## config.mk

```make
export PLATFORM = sky130hd
export DESIGN_NAME = data_mem_lsu
export DESIGN_NICKNAME = d
export VERILOG_FILES = /design/src/rtl/data_mem_lsu.sv
export SDC_FILE = /design/constraint.sdc
export NUM_CORES = 1
export LEC_CHECK = 0
export ABC_AREA = 0
export CAP_MARGIN = 20
export CORE_MARGIN = 1.5
export CORE_UTILIZATION = 44
export DETAILED_ROUTE_END_ITERATION = 8
export PLACE_DENSITY = 0.91
export SYNTH_ARGS = -nofsm -noshare
export SYNTH_HDL_FRONTEND = slang
export SYNTH_SLANG_ARGS = --single-unit
```

## constraint.sdc

```tcl
create_clock -name clk -period 2.2 [get_ports clk]
set_input_delay 0.33 -clock clk [delete_from_list [all_inputs] [get_ports clk]]
set_output_delay 0.33 -clock clk [all_outputs]
set_load 0.01 [all_outputs]
```

## src/rtl/data_mem_lsu.sv

```systemverilog
// Load/store unit between the single-cycle core and a valid/ready data-memory bus.
// Drives byte strobes and lane-replicated store data; aligns and extends load data; stalls the core until the access completes.
//
// state  | meaning
// -------+-------------------------------------------------------------
// S_IDLE | no access; a legal request stalls the core and is latched
// S_REQ  | DREQ_VALID high, request held until DREQ_READY
// S_WAIT | request accepted, waiting for DRSP_VALID or timeout
// S_DONE | one cycle, core commits; LSU_ERR pulses if the access failed
module data_mem_lsu #(
    parameter int unsigned TIMEOUT = 255
) (
    input  logic        clk,
    input  logic        rstn,
    input  logic        mem_rd,
    input  logic        mem_wr,
    input  logic [2:0]  funct3,
    input  logic [31:0] addr,
    input  logic [31:0] wdata,
    output logic        stall,
    output logic [31:0] mem_read,
    output logic        lsu_err,
    output logic        dreq_valid,
    input  logic        dreq_ready,
    output logic        dreq_we,
    output logic [31:0] dreq_addr,
    output logic [3:0]  dreq_wstrb,
    output logic [31:0] dreq_wdata,
    input  logic        drsp_valid,
    input  logic [31:0] drsp_rdata,
    input  logic        drsp_err
);

    typedef enum logic [1:0] {
        S_IDLE = 2'd0,
        S_REQ  = 2'd1,
        S_WAIT = 2'd2,
        S_DONE = 2'd3
    } state_t;

    // WAIT counts from 0 on entry, so the last allowed WAIT cycle sees TIMEOUT-1.
    localparam logic [7:0] CNT_TC = 8'(TIMEOUT - 1);

    state_t      state_q, state_d;
    logic [7:0]  cnt_q;
    logic [1:0]  addr_lo_q;
    logic [2:0]  funct3_q;
    logic        err_q;

    logic        req_any;
    logic        f3_ok;
    logic        aligned;
    logic        legal;
    logic [3:0]  strb_d;
    logic [31:0] wdata_d;
    logic [7:0]  rd_byte;
    logic [15:0] rd_half;
    logic [31:0] load_ext;

    always_comb begin
        req_any = mem_rd | mem_wr;

        f3_ok = 1'b0;
        case (funct3)
            3'b000, 3'b001, 3'b010: f3_ok = 1'b1;
            3'b100, 3'b101:         f3_ok = mem_rd;
            default:                f3_ok = 1'b0;
        endcase

        aligned = 1'b0;
        case (funct3[1:0])
            2'b00:   aligned = 1'b1;
            2'b01:   aligned = ~addr[0];
            2'b10:   aligned = (addr[1:0] == 2'b00);
            default: aligned = 1'b0;
        endcase

        legal = (mem_rd ^ mem_wr) & f3_ok & aligned;

        strb_d  = 4'b1111;
        wdata_d = wdata;
        case (funct3[1:0])
            2'b00: begin
                strb_d  = 4'b0001 << addr[1:0];
                wdata_d = {4{wdata[7:0]}};
            end
            2'b01: begin
                strb_d  = 4'b0011 << {addr[1], 1'b0};
                wdata_d = {2{wdata[15:0]}};
            end
            default: begin
                strb_d  = 4'b1111;
                wdata_d = wdata;
            end
        endcase
        if (!mem_wr) begin
            strb_d = 4'b0000;
        end
    end

    always_comb begin
        rd_byte  = drsp_rdata[{addr_lo_q, 3'b000} +: 8];
        rd_half  = drsp_rdata[{addr_lo_q[1], 4'b0000} +: 16];
        load_ext = drsp_rdata;
        case (funct3_q)
            3'b000:  load_ext = {{24{rd_byte[7]}}, rd_byte};
            3'b100:  load_ext = {24'h000000, rd_byte};
            3'b001:  load_ext = {{16{rd_half[15]}}, rd_half};
            3'b101:  load_ext = {16'h0000, rd_half};
            default: load_ext = drsp_rdata;
        endcase
    end

    always_comb begin
        state_d = state_q;
        stall   = 1'b0;
        case (state_q)
            S_IDLE: begin
                if (req_any) begin
                    if (legal) begin
                        stall   = 1'b1;
                        state_d = S_REQ;
                    end else begin
                        state_d = S_DONE;
                    end
                end
            end
            S_REQ: begin
                stall = 1'b1;
                if (dreq_ready) begin
                    state_d = S_WAIT;
                end
            end
            S_WAIT: begin
                stall = 1'b1;
                if (drsp_valid || (cnt_q == CNT_TC)) begin
                    state_d = S_DONE;
                end
            end
            S_DONE: begin
                state_d = S_IDLE;
            end
            default: begin
                state_d = S_IDLE;
            end
        endcase
    end

    assign dreq_valid = (state_q == S_REQ);
    assign lsu_err    = (state_q == S_DONE) & err_q;

    always_ff @(posedge clk) begin
        if (!rstn) begin
            state_q    <= S_IDLE;
            cnt_q      <= 8'd0;
            addr_lo_q  <= 2'b00;
            funct3_q   <= 3'b000;
            err_q      <= 1'b0;
            mem_read   <= 32'h0;
            dreq_we    <= 1'b0;
            dreq_addr  <= 32'h0;
            dreq_wstrb <= 4'b0000;
            dreq_wdata <= 32'h0;
        end else begin
            state_q <= state_d;
            case (state_q)
                S_IDLE: begin
                    if (req_any) begin
                        if (legal) begin
                            cnt_q      <= 8'd0;
                            addr_lo_q  <= addr[1:0];
                            funct3_q   <= funct3;
                            err_q      <= 1'b0;
                            dreq_we    <= mem_wr;
                            dreq_addr  <= {addr[31:2], 2'b00};
                            dreq_wstrb <= strb_d;
                            dreq_wdata <= wdata_d;
                        end else begin
                            err_q <= 1'b1;
                            if (mem_rd) begin
                                mem_read <= 32'h0;
                            end
                        end
                    end
                end
                S_WAIT: begin
                    cnt_q <= cnt_q + 8'd1;
                    if (drsp_valid) begin
                        err_q <= drsp_err;
                        if (!dreq_we) begin
                            mem_read <= drsp_err ? 32'h0 : load_ext;
                        end
                    end else if (cnt_q == CNT_TC) begin
                        err_q <= 1'b1;
                        if (!dreq_we) begin
                            mem_read <= 32'h0;
                        end
                    end
                end
                default: begin
                end
            endcase
        end
    end

endmodule

```

==> summary.txt, run 1 <==
Status
  • Outcome: finished, final reports clean

Worst setup path
  • Critical path class: flip-flop to output pin
  • R2R Setup Slk: 0.19 ns
  • Crit path arrival time: 1.71 ns
  • Worst setup EP type: output pin
  • Critical Path Start Type: flip-flop
  • Crit path required time: 1.87 ns
  • Critical path peak fanout: 4

Placement
  • Post-placement worst setup slack: -0.414 ns
  • Placed Instances: 1016
  • Dpl hpwl: 11.9 mm
  • Routability cong.: 0.887
  • Port bufs: 207

Final layout
  • Share of layout cells above drive strength 1: 0.0944
  • Number of diodes: 0
  • Final nets: 1003
  • Area Overhead vs Synth: 55.8%
  • Cell Count, Final, Fillers Out: 1047
  • Util after Layout: 0.701

Power and ir drop
  • Leak Pwr: 0.00304 µW
  • Power Density: 837 mW/mm²
  • Worst VDD drop: 0.618 mV

Clock network
  • CTS tree: done
  • Deepest clock path buffer count: 2
  • Num CTS Buffers: 17
  • Hold_buf cts: 0
  • H-tree Lvls: 4
  • Clock Sinks: 115
  • Worst skew pair latency: 0.41 ns
  • Clock Root Buffer: clkbuf_16
  • CTS clk-pin slew, worst paths: 0.06 ns

Hold path
  • Class of the worst hold path: input pin to flip-flop

STA
  • Least-Margin Pin Slew: 0.586 ns
  • Final slew viol count: 0
  • Crit share post-route: 0.927
  • Final-report hold violation count: 0
  • Final Worst Setup Slack: 0.161 ns
  • RSZ-0062 raised after global routing: false
  • Max transition margin: 0.608
  • F_max: 490 MHz
  • Skew final: 0.00748 ns
  • Fin crit period: 2.04 ns
  • Final setup fails: 0

Detailed routing
  • # DRC: 0
  • WL final: 16.9 mm
  • Drt wl/cell: 16.2 µm
  • Via count: 5689
  • Drt initial violations: 388
  • Drt via density: 5.43
  • First drt pass iteration count: 5
  • Antenna Nets Post-Route: 0

Logic synthesis
  • Distinct cells, synth: 49
  • Seq/Total Area, Yosys: 0.426
  • Post-synth EDFFs: 0
  • Post-synthesis compound-gate area fraction: 0.216
  • Synth Area in Simple Gates: 0.224
  • Post-synthesis area per instance: 8.02 µm²
  • XOR/XNOR Fraction of Synth Area: 0.00972
  • Ys async rst share: 0
  • Largest family of logic cells by synthesized area: simple AND/OR/NAND/NOR gates
  • Synth Area in Adders: 0.0208
  • Area of the mapped netlist: 0.00541 mm²
  • Synthesized instance count: 674
  • #FFs+latches synth: 115
  • Synth Flop Type: dfxtp_1
  • YS warnings: 0
  • Mux cell area share after synthesis: 0.0463

Die
  • Area of the core: 0.0120 mm²
  • Die area: 0.0130 mm²
  • Initial core utilization: 0.450
  • Die Width: 114 µm
  • DIE HEIGHT: 114 µm
  • Site row count: 40
  • I/O pin count: 210

Global routing
  • Grt ovf: 0
  • Initial antenna violation count: 0
  • First-pass GRT wire length: 27.0 mm
  • Pin count of the biggest net entering global routing: 65
  • Vias in the first global route: 5482
  • Tot GR Track Use: 0.265

Flow run
  • Max cap viols: 0
power breakdown:
part	total [µW]	internal (µW)	switching, µW
Sequential	2330	2240	98.4
Clock	2910	1920	987
Combinational	1800	868	936
Total	7050	5020	2020
layer usage:
metal  vias to the layer above  track usage  part of all wire
met1                      2622        0.290              0.39
met4                         0        0.128             0.031
met3                        43        0.107             0.095
li1                       2786            -                 -
met2                       238        0.448              0.48
met5                         -            0                 0
Yosys cell counts (all sizes together), types with 8 or more instances:
cell type | n | area share
a211oi | 8 | 0.011
a21oi | 70 | 0.065
a311oi | 10 | 0.016
buf | 26 | 0.024
clkbuf | 28 | 0.019
dfxtp | 115 | 0.43
ha | 9 | 0.021
inv | 19 | 0.013
mux2i | 25 | 0.046
nand2 | 134 | 0.093
nand3 | 41 | 0.040
nor2 | 35 | 0.024
nor2b | 23 | 0.027
o21ai | 36 | 0.033
o22ai | 10 | 0.012
o31ai | 18 | 0.026
registers in the layout (all words and copies together) (netlist names):
| signal | cells |
|---|---|
| mem_read | 32 |
| state_q | 2 |
| err_q | 1 |
| dreq_addr | 30 |
| dreq_we | 1 |
| funct3_q | 3 |
| cnt_q | 8 |
| dreq_wdata | 32 |
| dreq_wstrb | 4 |
| addr_lo_q | 2 |
cells by family after synthesis:
kind of cell             after synthesis
XOR/XNOR                               6
adder cells (fa/ha/maj)                9
other                                  1
multiplexers                          25
flip-flops                           115
AND/OR/NAND/NOR                      263
buffers and inverters                 73
AO/OA/AOI/OAI                        182
cells in the final DEF, fill, tap and decap left out, types with 17 or more instances in the layout:
master           instances
dfxtp_1                115
mux2i_1                 25
nand3_1                 39
buf_4                   36
o31ai_1                 17
nor2b_1                 22
a21oi_1                 70
o21ai_0                 30
clkbuf_16               17
clkdlybuf4s50_1        204
nand2_1                133
nor2_1                  35
timing repair:
item	in CTS	in global routing
setup endpoints to repair	2	11
hold endpoints to repair	0	0
buffers inserted	0	0
gates resized for setup	6	4
pin swaps	2	3
cell type report:
cell class | instances | area, µm²
fillers | 925 | 3590
multi-input cells | 487 | 2810
repair buffers | 248 | 2430
flip-flops and latches | 115 | 2300
clock buffers | 19 | 443
well taps | 147 | 184
clock inverters | 12 | 183
inverters | 19 | 71.3
worst max-delay path, stage by stage (launching register included):
cell	delay [ns]
dfxtp_1	0.34
inv_2	0.06
ha_1	0.21
and2b_1	0.19
nand4_1	0.14
nand2_2	0.09
nor2_1	0.09
nor2_1	0.05
buf_2	0.13
worst paths after layout:
kind,start,to,depth (start not counted)
max,state_q[0]$_SDFFE_PN0P_,stall,8
min,mem_wr,dreq_we$_SDFFE_PN0P_,4
max reg2reg,state_q[0]$_SDFFE_PN0P_,mem_read[21]$_SDFFE_PN0P_,10
min reg2reg,dreq_addr[21]$_SDFFE_PN0P_,dreq_addr[21]$_SDFFE_PN0P_,2
stage by stage:
step	instance area [µm²]	setup TNS, ns	hold slack (ns)	total power (µW)
after floorplan	5410	0	0.435	3300
after global placement	7790	-17.66	0.441	4140
after detailed placement	7790	-21.43	0.446	4170
after CTS	8420	0	0.448	7070
after global routing	8420	0	0.379	7350
final	8420	0	0.353	7050
Power figures use the tool's default switching activity.
==> inputs of run 2 (changes only) <==
--- a/config.mk
+++ b/config.mk
@@ -8,9 +8,10 @@
 export ABC_AREA = 0
 export CAP_MARGIN = 20
 export CORE_MARGIN = 1.5
-export CORE_UTILIZATION = 44
+export CORE_UTILIZATION = 45
+export CTS_BUF_LIST = sky130_fd_sc_hd__clkbuf_8
 export DETAILED_ROUTE_END_ITERATION = 8
-export PLACE_DENSITY = 0.91
+export PLACE_DENSITY = 0.92
 export SYNTH_ARGS = -nofsm -noshare
 export SYNTH_HDL_FRONTEND = slang
 export SYNTH_SLANG_ARGS = --single-unit
==> summary.txt, run 2 (synthesized netlist as in run 1, its figures left out) <==
Clock network
  • Num CTS Buffers: 17 (unchanged)
  • Deepest clock path buffer count: 2 (unchanged)
  • H-tree Lvls: 4 (unchanged)
  • Clock Root Buffer: clkbuf_8
  • CTS tree: done
  • Worst skew pair latency: 0.43 ns (+0.02 ns)
  • Clock Sinks: 115 (unchanged)
  • CTS clk-pin slew, worst paths: 0.07 ns (about the same)

Power and ir drop
  • Flop pwr share: 0.382 (+0.051)
  • Power Density: 744 mW/mm² (-11%)
  • Net Sw Power: 2010 µW (-0.59%)
  • Clock Power Share: 0.318 (-0.095)
  • Comb power frac: 0.299 (+0.043)
  • Switching Share: 0.328 (+0.0414)
  • Worst VDD drop: 0.613 mV (-0.86%)
  • Pint: 4110 µW (-18%)
  • Leak Pwr: 0.00294 µW (-3.0%)

Placement
  • Placed Instances: 1013 (-0.30%)
  • Post-placement worst setup slack: -0.408 ns (+0.00575 ns)
  • Port bufs: 207 (unchanged)
  • Dpl hpwl: 12.3 mm (+3.6%)
  • Routability cong.: 0.890 (+0.36%)
  • Placement Cell Area: 0.00778 mm² (-0.13%)

Die
  • DIE HEIGHT: 113 µm (-1.1%)
  • Site row count: 39 (-2.5%)
  • Initial core utilization: 0.467 (+0.0174)
  • Area of the core: 0.0116 mm² (-3.7%)
  • I/O pin count: 210 (unchanged)
  • Die area: 0.0127 mm² (-2.2%)
  • Die Width: 113 µm (-1.1%)

Worst setup path
  • Crit path required time: 2.52 ns (+0.65 ns)
  • R2R Setup Slk: 0.13 ns (-0.06 ns)
  • Worst setup path startpoint: state_q[0]$_SDFFE_PN0P_
  • Slowest stage delay, CP: 0.35 ns (about the same)
  • Critical Path Start Type: flip-flop
  • Crit path arrival time: 2.40 ns (+0.69 ns)
  • Slowest library cell on the worst path: dfxtp_2
  • Worst-path cell chain: inv_2, ha_4, and2b_2, nand4_1, buf_4, buf_4, buf_4, buf_4, a311oi_2, xnor2_1, nor2_1
  • Worst setup EP type: flip-flop
  • R2R Path End: cnt_q[7]$_SDFFE_PN0P_
  • Cell mode on critical path: buf_4
  • Crit path capture: cnt_q[7]$_SDFFE_PN0P_
  • Reg-to-reg startpoint: state_q[0]$_SDFFE_PN0P_
  • Critical path peak fanout: 4 (unchanged)
  • Critical path class: flip-flop to flip-flop
  • Worst reg2reg path depth: 11 (+1)

Global routing
  • Tot GR Track Use: 0.276 (+0.0106)
  • Vias in the first global route: 5753 (+4.9%)
  • First-pass GRT wire length: 27.7 mm (+2.5%)
  • Pin count of the biggest net entering global routing: 79 (+22%)
  • Initial antenna violation count: 1 (+1)
  • Grt ovf: 0 (unchanged)

Final layout
  • Final nets: 1007 (+0.40%)
  • Fin area: 0.00823 mm² (-2.3%)
  • Regs by FF count: dreq_wdata (32), mem_read (32), dreq_addr (30)
  • Share of layout cells above drive strength 1: 0.108 (+0.0138)
  • Most frequent cells in the layout: clkdlybuf4s50_1 (204), nand2_1 (133), dfxtp_1 (114), a21oi_1 (70), buf_4 (42)
  • Commonest non-fill, non-tap cell in the layout: clkdlybuf4s50_1
  • Cell Count, Final, Fillers Out: 1049 (+0.19%)
  • Area Overhead vs Synth: 52.3%
  • Util after Layout: 0.712 (+0.0105)

Detailed routing
  • First drt pass iteration count: 5 (unchanged)
  • Drt via density: 5.57 (+2.6%)
  • Drt initial violations: 535 (+38%)
  • Antenna Nets Post-Route: 0 (unchanged)
  • Drt wl/cell: 16.8 µm (+4.0%)
  • # DRC: 0 (unchanged)
  • Via count: 5848 (+2.8%)
  • WL final: 17.6 mm (+4.2%)

STA
  • Final-report hold violation count: 0 (unchanged)
  • Crit share post-route: 0.943 (+0.0157)
  • F_max: 482 MHz (-1.7%)
  • Final Worst Setup Slack: 0.126 ns (-0.0345 ns)
  • Least-Margin Pin Slew: 0.552 ns (-0.0338 ns)
  • Final slew viol count: 0 (unchanged)
  • Setup_tns: 0 ns (unchanged)
  • Skew final: 0.0128 ns (+0.00531 ns)
  • RSZ-0062 raised after global routing: false
  • Max transition margin: 0.631 (+0.0226)
  • Fin crit period: 2.07 ns (+0.0345 ns)
  • Final setup fails: 0 (unchanged)

Status
  • Outcome: finished, final reports clean

Flow run
  • Max cap viols: 0 (unchanged)

Hold path
  • Hold Path Origin: mem_wr
  • Class of the worst hold path: input pin to flip-flop
[run 2: cell count changes in the layout (fill, tap and decap cells not counted), sizes merged]
| cell | before | now |
|---|---|---|
| bufinv | 4 | 2 |
| inv | 19 | 21 |
| buf | 42 | 46 |
| diode | 0 | 1 |
| clkbuf | 19 | 17 |
| clkinv | 5 | 8 |
[run 2: metal layers]
layer | vias up | part of all wire | GRT usage
met5 | - | 0 | 0
met4 | 0 | 0.023 | 0.103
met3 | 36 | 0.11 | 0.112
met2 | 266 | 0.49 | 0.486
met1 | 2753 | 0.37 | 0.296
li1 | 2793 | - | -
[run 2: layout make-up]
| class | instances | area, µm² |
|---|---|---|
| Antenna cell | 1 | 2.50 |
| Sequential cell | 115 | 2300 |
| Clock inverter | 15 | 159 |
| Multi-Input combinational cell | 487 | 2830 |
| Inverter | 19 | 71.3 |
| Fill cell | 860 | 3330 |
| Tap cell | 143 | 179 |
| Clock buffer | 17 | 234 |
| Timing Repair Buffer | 252 | 2450 |
[run 2: worst min path at each step]
stage,end,slack (ns),cells after the start
2_1_floorplan,err_q$_SDFFE_PN0P_,0.44,2
4_1_cts,dreq_addr[19]$_SDFFE_PN0P_,0.42,3
5_1_grt,dreq_wstrb[2]$_SDFFE_PN0P_,0.33,4
3_5_place_dp,dreq_wdata[2]$_SDFFE_PN0P_,0.45,2
6_report,dreq_we$_SDFFE_PN0P_,0.35,4
3_3_place_gp,dreq_wstrb[2]$_SDFFE_PN0P_,0.44,2
[run 2: worst max-delay path: cells and delay by family (launching register included)]
kind	cells	cell delay, ns
AO/OA/AOI/OAI	1	0.26
buffers and inverters	5	0.65
AND/OR/NAND/NOR	3	0.38
flip-flops	1	0.35
adder cells (fa/ha/maj)	1	0.16
XOR/XNOR	1	0.17
[run 2: repair_timing]
action                     CTS  global route
pin swaps                    1             2
hold buffers                 0             0
resized for setup            7            10
setup endpoints to repair    1            53
buffers inserted             3             0
[run 2: stage by stage]
stage / power [µW] / hold WS (ns)
CTS: 6090 / 0.415
detailed placement: 4150 / 0.446
floorplan: 3300 / 0.435
finish: 6120 / 0.347
global placement: 4100 / 0.440
global route: 6430 / 0.330
[run 2: power groups by stage]
stage	sequential, µW	combinational (µW)	clock, µW
6_report	2340	1830	1950
5_1_grt	2360	1990	2080
4_1_cts	2330	1780	1970
3_5_place_dp	2380	1770	0
3_3_place_gp	2370	1720	0
2_1_floorplan	2420	882	0
==> inputs of run 3 (changes only) <==
--- a/config.mk
+++ b/config.mk
@@ -5,10 +5,10 @@
 export SDC_FILE = /design/constraint.sdc
 export NUM_CORES = 1
 export LEC_CHECK = 0
-export ABC_AREA = 0
+export ABC_AREA = 1
 export CAP_MARGIN = 20
 export CORE_MARGIN = 1.5
-export CORE_UTILIZATION = 45
+export CORE_UTILIZATION = 46
 export CTS_BUF_LIST = sky130_fd_sc_hd__clkbuf_8
 export DETAILED_ROUTE_END_ITERATION = 8
 export PLACE_DENSITY = 0.92
==> summary.txt, run 3 <==
Logic synthesis
  • Yosys top cell by area: dfxtp_1
  • Synthesized instance count: 879 (+30%)
  • Ys async rst share: 0 (unchanged)
  • Top cells by count, synth: nor2_1 (193), nand2_1 (175), o21ai_0 (121)
  • Synth Flop Type: dfxtp_1
  • Top post-synthesis cells by area: dfxtp_1 (40%), nor2_1 (13%), nand2_1 (11%)
  • #FFs+latches synth: 115 (unchanged)
  • Seq/Total Area, Yosys: 0.401 (-0.0251)
  • Area share of the largest cell type after synthesis: 0.401 (-0.0251)
  • Most common cell in the synthesized netlist: nor2_1
  • Post-synth EDFFs: 0 (unchanged)
  • Distinct cells, synth: 29 (-41%)
  • Post-synthesis area per instance: 6.53 µm² (-19%)
  • Area of the mapped netlist: 0.00574 mm² (+6.2%)
  • YS warnings: 0 (unchanged)

Placement
  • Placed Instances: 1235 (+22%)
  • Port bufs: 207 (unchanged)
  • Dpl hpwl: 12.7 mm (+2.9%)
  • Placement Cell Area: 0.00803 mm² (+3.3%)
  • Routability cong.: 0.974 (+9.4%)

Detailed routing
  • Drt via density: 5.05 (-9.4%)
  • First drt pass iteration count: 5 (unchanged)
  • WL final: 17.8 mm (+0.82%)
  • Drt wl/cell: 14.0 µm (-17%)
  • Via count: 6402 (+9.5%)
  • Antenna Nets Post-Route: 0 (unchanged)
  • Top Metal Used: met4
  • # DRC: 0 (unchanged)
  • WL met3: 1.78 mm (-6.8%)
  • Routed wl met2: 8.51 mm (-2.5%)
  • Drt initial violations: 513 (-4.1%)
  • WL met1: 6.99 mm (+5.9%)

Clock network
  • Num CTS Buffers: 17 (unchanged)
  • Clock Sinks: 115 (unchanged)
  • H-tree Lvls: 4 (unchanged)
  • Clock Root Buffer: clkbuf_8
  • Deepest clock path buffer count: 2 (unchanged)
  • CTS tree: done
  • Hold_buf cts: 0 (unchanged)
  • CTS clk-pin slew, worst paths: 0.07 ns (about the same)
  • Worst skew pair latency: 0.43 ns (about the same)

Worst setup path
  • Worst setup EP type: output pin
  • R2R Setup Slk: 0.25 ns (+0.12 ns)
  • Critical path class: input pin to output pin
  • Crit path required time: 1.87 ns (-0.65 ns)
  • Reg-to-reg startpoint: state_q[0]$_SDFFE_PN0P_
  • Critical path peak fanout: 2 (-2)
  • Crit path arrival time: 1.68 ns (-0.72 ns)
  • Slowest stage delay, CP: 0.47 ns (+0.12 ns)
  • Critical Path Start Type: input pin
  • Slowest library cell on the worst path: clkdlybuf4s50_1
  • Critical path buffer and inverter count: 3 (-2)
  • Worst reg2reg path depth: 11 (unchanged)
  • Top delay family on crit path: buffers and inverters
  • Worst-path cell chain: clkdlybuf4s50_1, inv_1, ha_1, nand2_1, nor2_1, nand2_2, a21oi_1, clkbuf_2
  • R2R Path End: mem_read[3]$_SDFFE_PN0P_

STA
  • Worst hold slack: 0.356 ns (+0.00870 ns)
  • F_max: 498 MHz (+3.3%)
  • Least-Margin Pin Slew: 0.841 ns (+0.289 ns)
  • Fin crit period: 2.01 ns (-0.0654 ns)
  • Setup_tns: 0 ns (unchanged)
  • RSZ-0062 raised after global routing: false
  • Final setup fails: 0 (unchanged)
  • Skew final: 0.00766 ns (-0.00514 ns)
  • Final slew viol count: 0 (unchanged)
  • Final-report hold violation count: 0 (unchanged)
  • Max transition margin: 0.437 (-0.194)
  • Crit share post-route: 0.913 (-0.0297)

Global routing
  • Grt ovf: 0 (unchanged)
  • Initial antenna violation count: 0 (-1)
  • Vias in the first global route: 6001 (+4.3%)
  • Pin count of the biggest net entering global routing: 58 (-27%)
  • Tot GR Track Use: 0.270 (-0.00525)
  • First-pass GRT wire length: 28.0 mm (+1.1%)

Die
  • Area of the core: 0.0121 mm² (+4.7%)
  • Site row count: 40 (+2.6%)
  • Die area: 0.0132 mm² (+3.8%)
  • Die Width: 115 µm (+1.9%)
  • Initial core utilization: 0.474 (+0.00679)
  • I/O pin count: 210 (unchanged)
  • DIE HEIGHT: 115 µm (+1.9%)

Final layout
  • Commonest non-fill, non-tap cell in the layout: clkdlybuf4s50_1
  • Fin area: 0.00840 mm² (+2.0%)
  • Most frequent cells in the layout: clkdlybuf4s50_1 (205), nor2_1 (193), nand2_1 (174), o21ai_0 (121), dfxtp_1 (115)
  • Share of layout cells above drive strength 1: 0.0910 (-0.0173)
  • Area Overhead vs Synth: 46.2%
  • Cell Count, Final, Fillers Out: 1267 (+21%)
  • Filler cells: 983 (+14%)
  • Number of diodes: 0 (-1)
  • Regs by FF count: dreq_wdata (32), mem_read (32), dreq_addr (30)
  • Final nets: 1201 (+19%)

Power and ir drop
  • Worst VDD drop: 0.539 mV (-12%)
  • Power Density: 1010 mW/mm² (+36%)
  • Leak Pwr: 0.00371 µW (+26%)

Hold path
  • Class of the worst hold path: input pin to flip-flop
  • WHS Endpoint: dreq_wdata[6]$_SDFFE_PN0P_
  • Hold Path Origin: rstn
  • Hold path depth: 3 (-1)

Status
  • Outcome: finished, final reports clean

Flow run
  • Max cap viols: 0 (unchanged)
run 3: metal layers:
metal	vias to the layer above	global-route usage
li1	3195	-
met1	2851	0.304
met2	313	0.466
met3	43	0.0912
met4	0	0.123
met5	-	0
run 3: worst max path at each step:
stage / startpoint / to / depth (start not counted)
2_1_floorplan: mem_rd / stall / 8
5_1_grt: mem_rd / stall / 8
6_report: mem_rd / stall / 8
4_1_cts: mem_rd / stall / 8
3_3_place_gp: mem_rd / stall / 8
3_5_place_dp: mem_rd / stall / 8
run 3: what timing repair did:
item | 4_1_cts | 5_1_grt
buffers inserted | 0 | 0
endpoints found under the setup margin | 1 | 1
gates resized for setup | 1 | 2
endpoints found under the hold margin | 0 | 0
run 3: stage by stage:
| step | util | worst slack (ns) | total power, µW |
|---|---|---|---|
| 2_1_floorplan | - | 0.460 | 5090 |
| 3_3_place_gp | 0.663 | -0.175 | 6650 |
| 3_5_place_dp | 0.663 | -0.222 | 6730 |
| 4_1_cts | 0.693 | 0.0543 | 8560 |
| 5_1_grt | 0.693 | 0.0525 | 9120 |
| 6_report | 0.693 | 0.192 | 8510 |
run 3: where the power goes:
| group | internal (µW) | leakage, µW | switching, µW |
|---|---|---|---|
| Combinational | 1770 | 0.00257 | 2060 |
| Sequential | 2590 | 0.000939 | 281 |
| Clock | 962 | 0.000202 | 855 |
run 3: final cells by class:
cell class	instances	area, µm²	area share
Inverter	70	263	0.0313
Multi-Input combinational cell	645	2920	0.347
Clock buffer	20	275	0.0328
Clock inverter	12	91.3	0.0109
Timing Repair Buffer	237	2340	0.278
Sequential cell	115	2300	0.274
Tap cell	168	210	0.0250
run 3: logic make-up after synthesis:
family | after synthesis | synth area share
buf+inv | 120 | 0.0924
flops | 115 | 0.401
xor+xnor | 4 | 0.00610
simple gates | 427 | 0.302
compound gates | 203 | 0.178
other cells | 1 | 0.000653
fa+ha+maj | 9 | 0.0196
run 3: worst register-to-register path, delay by kind of cell (launching register included):
family,cells,cell delay [ns]
adder cells (fa/ha/maj),1,0.34
buffers and inverters,4,0.55
AO/OA/AOI/OAI,1,0.22
flip-flops,1,0.35
AND/OR/NAND/NOR,5,0.43
